===== src/rtl/sb_drain.sv =====
// Store-buffer drain engine: pops one committed store at a time, issues it as a
// single-beat memory write and waits for its response before taking the next.
module sb_drain #(
   parameter int unsigned ADDR_W = 32,
   parameter int unsigned DATA_W = 32,
   parameter int unsigned STRB_W = DATA_W / 8
) (
   input  logic              clk,
   input  logic              rst_n,
   input  logic              flush_i,
   // store-buffer entry handshake (receiver side)
   input  logic              sb_valid_i,
   input  logic [ADDR_W-1:0] sb_addr_i,
   input  logic [DATA_W-1:0] sb_data_i,
   input  logic [STRB_W-1:0] sb_strb_i,
   output logic              sb_ready_o,
   // data-memory write port
   output logic              wreq_valid_o,
   input  logic              wreq_ready_i,
   output logic [ADDR_W-1:0] wreq_addr_o,
   output logic [DATA_W-1:0] wreq_data_o,
   output logic [STRB_W-1:0] wreq_strb_o,
   input  logic              wresp_valid_i,
   input  logic              wresp_err_i,
   // status
   output logic              busy_o,
   output logic              err_o,
   output logic [31:0]       drained_cnt_o
);

   typedef enum logic [1:0] {StIdle, StReq, StResp} state_e;

   state_e            state_q, state_d;
   logic [ADDR_W-1:0] addr_q, addr_d;
   logic [DATA_W-1:0] data_q, data_d;
   logic [STRB_W-1:0] strb_q, strb_d;
   logic              err_q, err_d;
   logic [31:0]       cnt_q, cnt_d;
   logic              accept;

   // Ready never looks at valid, so upstream can't form a combinational loop through us.
   assign sb_ready_o = (state_q == StIdle) && !flush_i;
   assign accept     = sb_valid_i && sb_ready_o;

   always_comb begin
      state_d = state_q;
      addr_d  = addr_q;
      data_d  = data_q;
      strb_d  = strb_q;
      err_d   = err_q;
      cnt_d   = cnt_q;
      unique case (state_q)
         StIdle: begin
            if (accept) begin
               addr_d = sb_addr_i;
               data_d = sb_data_i;
               strb_d = sb_strb_i;
               // A zero-strobe store writes nothing; retire it without a bus request.
               if (sb_strb_i != '0) begin
                  state_d = StReq;
               end else begin
                  cnt_d = cnt_q + 32'd1;
               end
            end
         end
         StReq: begin
            if (wreq_ready_i) begin
               state_d = StResp;
            end
         end
         StResp: begin
            if (wresp_valid_i) begin
               state_d = StIdle;
               cnt_d   = cnt_q + 32'd1;
               if (wresp_err_i) begin
                  err_d = 1'b1;
               end
            end
         end
         default: state_d = StIdle;
      endcase
   end

   always_ff @(posedge clk or negedge rst_n) begin
      if (!rst_n) begin
         state_q <= StIdle;
         addr_q  <= '0;
         data_q  <= '0;
         strb_q  <= '0;
         err_q   <= 1'b0;
         cnt_q   <= '0;
      end else begin
         state_q <= state_d;
         addr_q  <= addr_d;
         data_q  <= data_d;
         strb_q  <= strb_d;
         err_q   <= err_d;
         cnt_q   <= cnt_d;
      end
   end

   assign wreq_valid_o  = (state_q == StReq);
   assign wreq_addr_o   = addr_q;
   assign wreq_data_o   = data_q;
   assign wreq_strb_o   = strb_q;
   assign busy_o        = (state_q != StIdle);
   assign err_o         = err_q;
   assign drained_cnt_o = cnt_q;

endmodule

===== config.mk =====
export PLATFORM = sky130hd
export DESIGN_NAME = sb_drain
export DESIGN_NICKNAME = d
export VERILOG_FILES = /design/src/rtl/sb_drain.sv
export SDC_FILE = /design/constraint.sdc
export NUM_CORES = 1
export LEC_CHECK = 0
export ABC_AREA = 1
export CORE_MARGIN = 10
export CORE_UTILIZATION = 47
export DETAILED_ROUTE_END_ITERATION = 10
export PLACE_DENSITY = 0.85
export SLEW_MARGIN = 10
export SYNTH_ARGS = -nofsm -noshare
export SYNTH_HDL_FRONTEND = slang
export SYNTH_SLANG_ARGS = --single-unit

===== constraint.sdc =====
create_clock -name clk -period 2.7 [get_ports clk]
set_clock_uncertainty 0.15 [all_clocks]
set_input_delay 0.675 -clock clk [delete_from_list [all_inputs] [get_ports clk]]
set_output_delay 0.675 -clock clk [all_outputs]
set_load 0.02 [all_outputs]

==> results_dict.tcl <==
set metrics [dict create \
    initialDrtViolationCount 223 \
    dr_total_vias 3679 \
    post_cts_buffers 0 \
    gp_congestion 0.8569 \
    dr.pass1.iters 5 \
    clkLatencyLatePin_ns 0.35 \
    yosys-top-cells-area "dfrtp_1 56%, mux2_2 12%, nand2_1 7.0%" \
    yosysSeqAreaShare_pct 55.95 \
    synth_top_area_cell "dfrtp_1" \
    ant_nets 0 \
    avgSynthCellArea_sq_um 10.92 \
    setup_slack_ns 0.2560 \
    maxCapViolCount 0 \
    synth_top_area_share_pct 55.95 \
    timing.rr.end "drained_cnt_o[26]" \
    grt_pass1_wl_um 20550 \
    path_class "reg -> out" \
    r2r-start "drained_cnt_o[0]" \
    viasPerCell 4.952 \
    start_kind "flip-flop" \
    cts_hold_buf 0 \
    path_max_fanout 3 \
    p_leak_nw 2.930 \
    cts_tree "done" \
    design.die.area_sq_um 14160 \
    layout-drive-gt1-share_pct 16.23 \
    vdd_drop_max_uv 650.1 \
    path_clk_slew_ns 0.10 \
    antenna_found_initial 0 \
    fin_area_sq_um 6764 \
    grt_pass1_vias 3991 \
    hold_viol_final 0 \
    htree_levels 3 \
    dpl.hpwl_um 9885 \
    final_nets 682 \
    max_slew_margin_pct 74.77 \
    routedWlPerCell_um 16.89 \
    syn_area_sq_um 4607 \
    cts_resized 1 \
    start_util_pct 47.79 \
    fin_util_pct 70.17 \
    layout_common_cells "176 x clkdlybuf4s50_1, 103 x dfrtp_1, 86 x nand2_1" \
    synth_cell_types 23 \
    io_pins 179 \
    r2r_slack_ns 0.72 \
    root_buffer "clkbuf_8" \
    fin_crit_ns 2.444 \
    cts_sinks 103 \
    synth_cells 422 \
    synth_warnings 0 \
    cp-end-kind "output port" \
    layout_commonest_cell "clkdlybuf4s50_1" \
    fp.dieW_um 119.0 \
    wirelength_um 12550 \
    cts_made_buffers 9 \
    multi_input_area_sq_um 1833 \
    area_delta_synth_final_pct 46.82 \
    status "complete, no violations" \
    power.total_mw 7.125 \
    drc 0 \
    rows 36 \
    hp-class "in -> async" \
    synth_seq_cells 103 \
    cp_data_arrival_time_ns 1.62 \
    grt_start_max_net_pins 58 \
    ff_latch_area_sq_um 2577 \
    place_area_sq_um 6579 \
    clockBufferDepth 2 \
    r2r_cells 8 \
    required_ns 1.88 \
    io_buffer_count 178 \
    setup_viol 0 \
    power.density_nw_per_um2 1053 \
    drv_slew 0 \
    holdWs_ns 0.05575 \
    fmax_mhz 409.2 \
    dp_slack_ns -0.008888 \
    grt_usage_pct 17.84 \
    synth_fp_nets 498 \
    worst_pin_slew_ns 0.3770 \
    min_period_over_period_pct 90.52 \
    n_antenna_cell 0 \
    fillCellCount 722 \
    rsz0062_at_grt "no" \
    coreArea_sq_um 9639 \
    die_y_um 119.0 \
    grt-ovfl-total 0 \
]
synth_stat cells, drive strengths merged:
master and count:
or2 1, nor3 2, o21ai 5, xor2 11
nand2 88, o21bai 2, nand4 12, a21oi 1
xnor2 1, ha 1, dfrtp 103, mux2 68
nor2 51, nand3 22, inv 34, buf 11
nand3b 9
logic make-up (layout without fill, tap and decap cells):
| kind of cell | Yosys count | count (layout) | share of synthesized area [%] |
|---|---|---|---|
| multiplexers | 68 | 68 | 18.25 |
| flip-flops | 103 | 103 | 55.95 |
| AO/OA/AOI/OAI | 8 | 8 | 1.059 |
| buffers and inverters | 45 | 233 | 4.373 |
| XOR/XNOR | 12 | 12 | 2.281 |
| AND/OR/NAND/NOR | 185 | 185 | 17.82 |
| adder cells (fa/ha/maj) | 1 | 1 | 0.2715 |
worst max-delay path, stage by stage, from the launching register on:
cell and delay, ns:
dfrtp_1 0.40, inv_1 0.08, nor2_1 0.14, clkdlybuf4s50_1 0.65
registers in the layout, summed over array words and instances (netlist names):
name           cells
wreq_addr_o       32
wreq_data_o       32
drained_cnt_o     32
err_o              1
state_q            2
wreq_strb_o        4
area by class of cell:
type                            count  share of cell area [%]
Clock inverter                      6                  0.9249
Timing Repair Buffer              184                   27.69
Inverter                           34                   1.887
Multi-Input combinational cell    274                   27.10
Tap cell                          133                   2.460
Clock buffer                        9                   1.831
Sequential cell                   103                   38.11
stage by stage:
| stage | cells | setup TNS (ns) |
|---|---|---|
| final | 743 | 0 |
| after global routing | 743 | 0 |
| after CTS | 743 | 0 |
| after detailed placement | 728 | -0.008888 |
| after global placement | 728 | -0.00002198 |
| after floorplan | 422 | 0 |
metal layers:
layer	GRT usage, %	vias to the layer above	wire (um)	share of wire [%]
met4	5.344	0	145	1.2
met5	0	-	0	0
met3	7.700	11	1207	9.6
li1	-	1740	-	-
met1	18.35	1788	4580	37
met2	32.09	140	6614	53
worst max path at each step:
stage | from | endpoint | slack (ns) | depth (start not counted)
6_report | state_q[0] | wreq_valid_o | 0.26 | 3
5_1_grt | state_q[0] | wreq_valid_o | 0.16 | 3
4_1_cts | state_q[0] | wreq_valid_o | 0.24 | 3
3_5_place_dp | flush_i | sb_ready_o | -0.009 | 3
3_3_place_gp | flush_i | sb_ready_o | -0.00002 | 3
2_1_floorplan | flush_i | wreq_addr_o[0] | 0.91 | 5
report_power, final:
group / total, mW / switching, mW / internal, mW
Combinational: 3.60 / 1.74 / 1.86
Sequential: 2.57 / 0.401 / 2.17
Clock: 0.947 / 0.526 / 0.421
Total: 7.12 / 2.67 / 4.46
Power figures use the tool's default switching activity.
